$ cat src/rtl/board_io_debounce.sv
// board_io_debounce
//
// Multi-channel conditioner for board buttons and switches. It sits between
// raw FPGA pins and the GPI/interrupt logic. Each channel is handled
// independently and goes through these stages:
//   - optional polarity inversion
//   - 2-flop synchroniser
//   - counter-based debounce
//   - registered single-cycle rise/fall pulses
//   - a sticky rise flag that software clears
//
// Parameters:
//   Width          number of independent channels (>= 1)
//   DebounceCycles consecutive cycles the synchronised value must differ from
//                  the stable level before it is accepted (>= 1)
//   InvertMask     per-channel raw input inversion (1 = active-low pin)
//   ResetLevel     reset value of synchroniser flops and level_o, after
//                  inversion
//
// Ports:
//   clk_sys_i  in   1      system clock, the only clock
//   rst_sys_i  in   1      asynchronous active-high reset, released
//                          synchronously by external logic
//   in_i       in   Width  raw asynchronous pin inputs
//   clear_i    in   Width  per-bit synchronous clear of sticky_o
//   level_o    out  Width  debounced stable level
//   rise_o     out  Width  1-cycle pulse on an accepted 0->1 of level_o
//   fall_o     out  Width  1-cycle pulse on an accepted 1->0 of level_o
//   sticky_o   out  Width  set on rise, held until cleared
//
// Every output comes straight from a flop, so there is no combinational path
// from any input to any output.

`timescale 1ns/1ps

module board_io_debounce #(
  parameter int unsigned      Width          = 4,
  parameter int unsigned      DebounceCycles = 16,
  parameter logic [Width-1:0] InvertMask     = '0,
  parameter logic [Width-1:0] ResetLevel     = '0
) (
  input  logic             clk_sys_i,
  input  logic             rst_sys_i,
  input  logic [Width-1:0] in_i,
  input  logic [Width-1:0] clear_i,
  output logic [Width-1:0] level_o,
  output logic [Width-1:0] rise_o,
  output logic [Width-1:0] fall_o,
  output logic [Width-1:0] sticky_o
);

  // The counter can hold 0..DebounceCycles. Acceptance happens at
  // DebounceCycles-1 because the comparing cycle itself is the last one
  // counted.
  localparam int unsigned     CntW    = $clog2(DebounceCycles + 1);
  localparam logic [CntW-1:0] CntLast = CntW'(DebounceCycles - 1);

  logic [Width-1:0]            pin_norm;
  logic [Width-1:0]            sync_q1;
  logic [Width-1:0]            sync_q2;
  logic [Width-1:0][CntW-1:0]  cnt_q;
  logic [Width-1:0][CntW-1:0]  cnt_d;
  logic [Width-1:0]            level_d;
  logic [Width-1:0]            rise_d;
  logic [Width-1:0]            fall_d;
  logic [Width-1:0]            sticky_d;

  // Inversion is applied before the synchroniser. As a result, ResetLevel
  // and everything downstream are in "logical" polarity.
  assign pin_norm = in_i ^ InvertMask;

  // Debounce next-state logic.
  // - Any cycle where s equals the stable level restarts the count.
  // - A run of DebounceCycles differing cycles commits s to the level.
  // - The edge pulse for a commit is produced alongside the new level, so
  //   both appear together on the outputs.
  // - Rise and fall come from one commit, so they can never both be high.
  always_comb begin
    cnt_d   = cnt_q;
    level_d = level_o;
    rise_d  = '0;
    fall_d  = '0;
    for (int i = 0; i < Width; i++) begin
      if (sync_q2[i] == level_o[i]) begin
        cnt_d[i] = '0;
      end else if (cnt_q[i] == CntLast) begin
        cnt_d[i]   = '0;
        level_d[i] = sync_q2[i];
        rise_d[i]  = sync_q2[i];
        fall_d[i]  = ~sync_q2[i];
      end else begin
        cnt_d[i] = cnt_q[i] + CntW'(1);
      end
    end
    // A rise in the same cycle as a clear wins, so no event is lost.
    sticky_d = (sticky_o & ~clear_i) | rise_d;
  end

  always_ff @(posedge clk_sys_i or posedge rst_sys_i) begin
    if (rst_sys_i) begin
      sync_q1  <= ResetLevel;
      sync_q2  <= ResetLevel;
      level_o  <= ResetLevel;
      cnt_q    <= '0;
      rise_o   <= '0;
      fall_o   <= '0;
      sticky_o <= '0;
    end else begin
      sync_q1  <= pin_norm;
      sync_q2  <= sync_q1;
      level_o  <= level_d;
      cnt_q    <= cnt_d;
      rise_o   <= rise_d;
      fall_o   <= fall_d;
      sticky_o <= sticky_d;
    end
  end

endmodule
$ cat config.mk
export PLATFORM = sky130hd
export DESIGN_NAME = board_io_debounce
export DESIGN_NICKNAME = d
export VERILOG_FILES = /design/src/rtl/board_io_debounce.sv
export SDC_FILE = /design/constraint.sdc
export NUM_CORES = 1
export LEC_CHECK = 0
export ABC_AREA = 1
export BUFFER_PORTS_ARGS = -buffer_cell sky130_fd_sc_hd__buf_4
export CAP_MARGIN = 10
export CORE_UTILIZATION = 55
export CTS_CLUSTER_SIZE = 14
export DETAILED_ROUTE_END_ITERATION = 7
export PLACE_DENSITY = 0.77
export SLEW_MARGIN = 20
export SYNTH_ARGS = -nofsm -noshare
export SYNTH_HDL_FRONTEND = slang
export SYNTH_SLANG_ARGS = --single-unit
$ cat constraint.sdc
create_clock -name clk_sys_i -period 1.6 [get_ports clk_sys_i]
set_input_delay 0.16 -clock clk_sys_i [delete_from_list [all_inputs] [get_ports clk_sys_i]]
set_output_delay 0.16 -clock clk_sys_i [all_outputs]
set_load 0.02 [all_outputs]
* Word-level counts from Yosys, hierarchy flattened
Cells that the tools add are included.
** Word-level totals
- Output and inout port bits :: 16
- Word-level logic and storage cells :: 64
- Memories kept :: 0
- Bits in read-only memories :: 0
- Bits in latches :: 0
- Flip-flop bits (word level) :: 44
- Input port bits :: 10
- RAM bits :: 0
** Operators by class
- $lt $le $gt $ge :: 0
- Add/sub/neg operators :: 4
- Divide/modulo/power cells :: 0
- Shifts and indexed selects :: 0
- Eq/ne operators :: 8
- Bitwise operators :: 11
- Multiplexer cells :: 24
- Reduce and logical (&&, ||, !) cells :: 4
- Multiply operators :: 0
** Operator list (number)
- $mux W5 :: 8
- $add A5 B1 Y5 const B :: 4
- $eq A5 B4 Y1 const B :: 4
- $mux W1 :: 16
- $not A1 Y1 :: 8
- $reduce_and A2 Y1 :: 4
- $and A4 B4 Y4 :: 1
- $eq A1 B1 Y1 :: 4
- $not A4 Y4 :: 1
- $or A4 B4 Y4 :: 1

* Longest topological paths before layout
- Depth after elaboration :: 4
- Gate-level depth with buffers :: 6
- Depth with buffers taken out :: 6

* Least setup slack after synthesis
No wires, ideal clock.
- Path type :: flip-flop to flip-flop
- Start point :: register cnt_q[5] (netlist name)
- End point :: register cnt_q[5] (netlist name)
- Buffers on the path :: 0
- Clock period less this slack :: 1067 ps
- Setup time :: 120 ps
- Setup slack :: 533 ps
- Stages on the path, launching flop included :: 7
- Data arrival time :: 948 ps
- Required time :: 1480 ps
- Cells stage by stage :: dfrtp_1 -> ha_1 -> nand2_1 -> nor2_2 -> nand2_2 -> nand2_1 -> nor2_1
** RTL lines
- from (decl) :: line 61 : logic [Width-1:0][CntW-1:0] cnt_q;
- from (signal assigned) :: line 112 : cnt_q <= cnt_d;

==> metrics <==
status finished with violations; failing checks design-rule violations; syn_nets 184; Die Wd 57.8 µm; Non-Filler Instances 240; Synth area leader dfrtp_1; Tot GR Track Use 20.2%; io pins 26; Seq/Total Area, Yosys 64.2%; TritonCTS clock tree done; Max-Cap Viols 0; H-tree level count 2; Worst Skew 6.29 ps; Hold Vio Cnt, Final 0; routed vias 1203; layout cell share with drive strength beyond 1 19.6%; antenna violations before repair 0; Synth Area in Adders 2.92%; Worst VDD drop 0.769 mV; register area 1100 µm²; mux share of post-synthesis cell area 0%; first-pass GRT wire length 5040 µm; relative slew slack 64.7%; Final Critical Period 1230 ps; Lkg Pwr 1.12 nW; die span in y 57.8 µm; top cells by area, synth dfrtp_1 64%, nand2_1 7.9%, inv_1 5.9%; Least-Margin Pin Slew 530 ps; final setup vio count 0; synthesized cell area 1710 µm²; CTS Buffer Depth 2; final cycle utilization of the critical path 77.0%; Routed WL 2860 µm; post-synthesis simple-gate area fraction 22.7%; Worst EP arrival 1480 ps; setup_tns 0 ps; largest net degree at the start of global routing 45; worst hold path type input port to register; largest family of logic cells by synthesized area simple AND/OR/NAND/NOR gates; TritonCTS buffer count 5; Critical path origin cnt_q[5]$_DFF_PP0_; pwr dens 891 nW/µm²; drt pass-1 iters 6; # nets final 222; Worst-path clk slew 120 ps; Area Overhead vs Synth 20.0%; CP Capture Type register; Initial Util 60.1%; # port buffers 25; Synthesis Warnings 0; Skew-Pair Late Insertion Delay 340 ps; commonest cells in the netlist 44 x dfrtp_1, 36 x nand2_1, 27 x inv_1, 19 x nor2_1, 8 x nand4_1; final worst slack 368 ps; Placer Congestion 0.797; Pwr Total 1.83 mW; fill cell count 221; DR DRC count 2; First DRT Iteration DRCs 29; dpl ws 381 ps; hold_sp clear_i[2]; complex-gate fraction of the synthesized area 1.17%; fraction of registers with async set/reset 100%; CTS Root Cell clkbuf_4; Critical Path RT 1850 ps; unrepaired setup endpoints after global routing false; grt ovf 0; xor and xnor area share after synthesis 3.07%; Antenna diodes 0; critical path peak fanout 4; CTS sink count 44; syn_area_per_cell 10.1 µm²; FF-to-FF Start cnt_q[5]$_DFF_PP0_; DR WL/cell 11.9 µm; Post-synth EDFFs 0; share of the synthesized area in the top cell type 64.2%; dpl cells 227; Final ANT Viol Nets 0; Worst setup SP type register; most numerous cell in the Yosys netlist dfrtp_1; num rows 19; multi-input logic area 512 µm²; Vias/cell 5.01; Yosys reg bits 44; Max Clk Rate 812 MHz; post-synthesis cell type count 14; vias in the first global route 1259; Crit Path Category register to register; dpl hpwl 2060 µm; die area 3340 µm²; Syn Inst Count 170; core footprint 2850 µm²; ys flop type dfrtp_1; count of final max-slew check failures 0
[power by group]
group          total (mW)  internal (mW)  switching (mW)
sequential           1.18           1.15          0.0318
clock               0.546          0.217           0.329
combinational       0.108         0.0494          0.0590
[logic make-up (layout without fill, tap and decap cells)]
family,after synthesis,in the layout
AND/OR/NAND/NOR,85,85
flip-flops,44,44
buffers and inverters,27,66
XOR/XNOR,6,6
adder cells (fa/ha/maj),4,4
AO/OA/AOI/OAI,4,4
[worst paths after layout]
| kind | endpoint | slack (ps) | depth (start not counted) |
|---|---|---|---|
| setup / recovery | cnt_q[5]$_DFF_PP0_ | 370 | 6 |
| hold / removal | sticky_o[2]$_DFF_PP0_ | 30 | 4 |
| setup reg to reg | cnt_q[5]$_DFF_PP0_ | 370 | 6 |
| hold reg to reg | sync_q2[3]$_DFF_PP0_ | 360 | 0 |
| max in group asynchronous | level_o[0]$_DFFE_PP0P_ | 750 | 4 |
| min in group asynchronous | fall_o[0]$_DFF_PP0_ | 500 | 4 |
[worst max-delay path, stage by stage, from the launching register on]
cell and delay (ps):
dfrtp_1 420, ha_1 190, nand2_1 80, nor2_2 180, nand2_2 110, nand2_1 110
nor2_1 40
[metrics by stage]
| stage | hold slack [ps] | util, % | instance area, µm² |
|---|---|---|---|
| floorplan | 191 | - | 1710 |
| global placement | 269 | 68.3 | 1950 |
| detailed placement | 270 | 68.3 | 1950 |
| CTS | 27.0 | 72.1 | 2060 |
| global route | 38.5 | 72.1 | 2060 |
| finish | 32.7 | 72.1 | 2060 |
[layout make-up]
type / count / area share, %
tap: 31 / 1.89
sequential: 44 / 53.5
multi-input combinational: 99 / 24.9
inverter: 27 / 4.93
clock buffer: 8 / 2.86
timing repair buffer: 31 / 11.9
[state kept, by name (all words and copies together), names as in the netlist]
register / flops
fall_o: 4
sync_q1: 4
cnt_q: 20
level_o: 4
sticky_o: 4
sync_q2: 4
rise_o: 4
[timing repair]
action                    in CTS  in global routing
gates resized for setup        0                  0
hold endpoints to repair      48                  0
hold buffers                   5                  0
setup buffers                  0                  0
[cells in the final DEF, fill, tap and decap left out, drive strengths merged]
master,n
buf,26
clkbuf,8
dfrtp,44
dlygate4sd3,5
ha,4
inv,27
nand2,39
nand3,7
nand4,8
nor2,22
nor3,9
o21ai,4
xnor2,3
xor2,3
[layer usage]
metal / wire length, µm / share of wire [%] / vias to the layer above / global-route usage, %
li1: - / - / 602 / -
met1: 1250 / 44 / 568 / 23.6
met2: 1450 / 51 / 28 / 35.8
met3: 96 / 3.4 / 5 / 4.69
met4: 51 / 1.8 / 0 / 8.16
met5: 0 / 0 / - / 0
No activity file was read; power rests on OpenSTA's default activity.
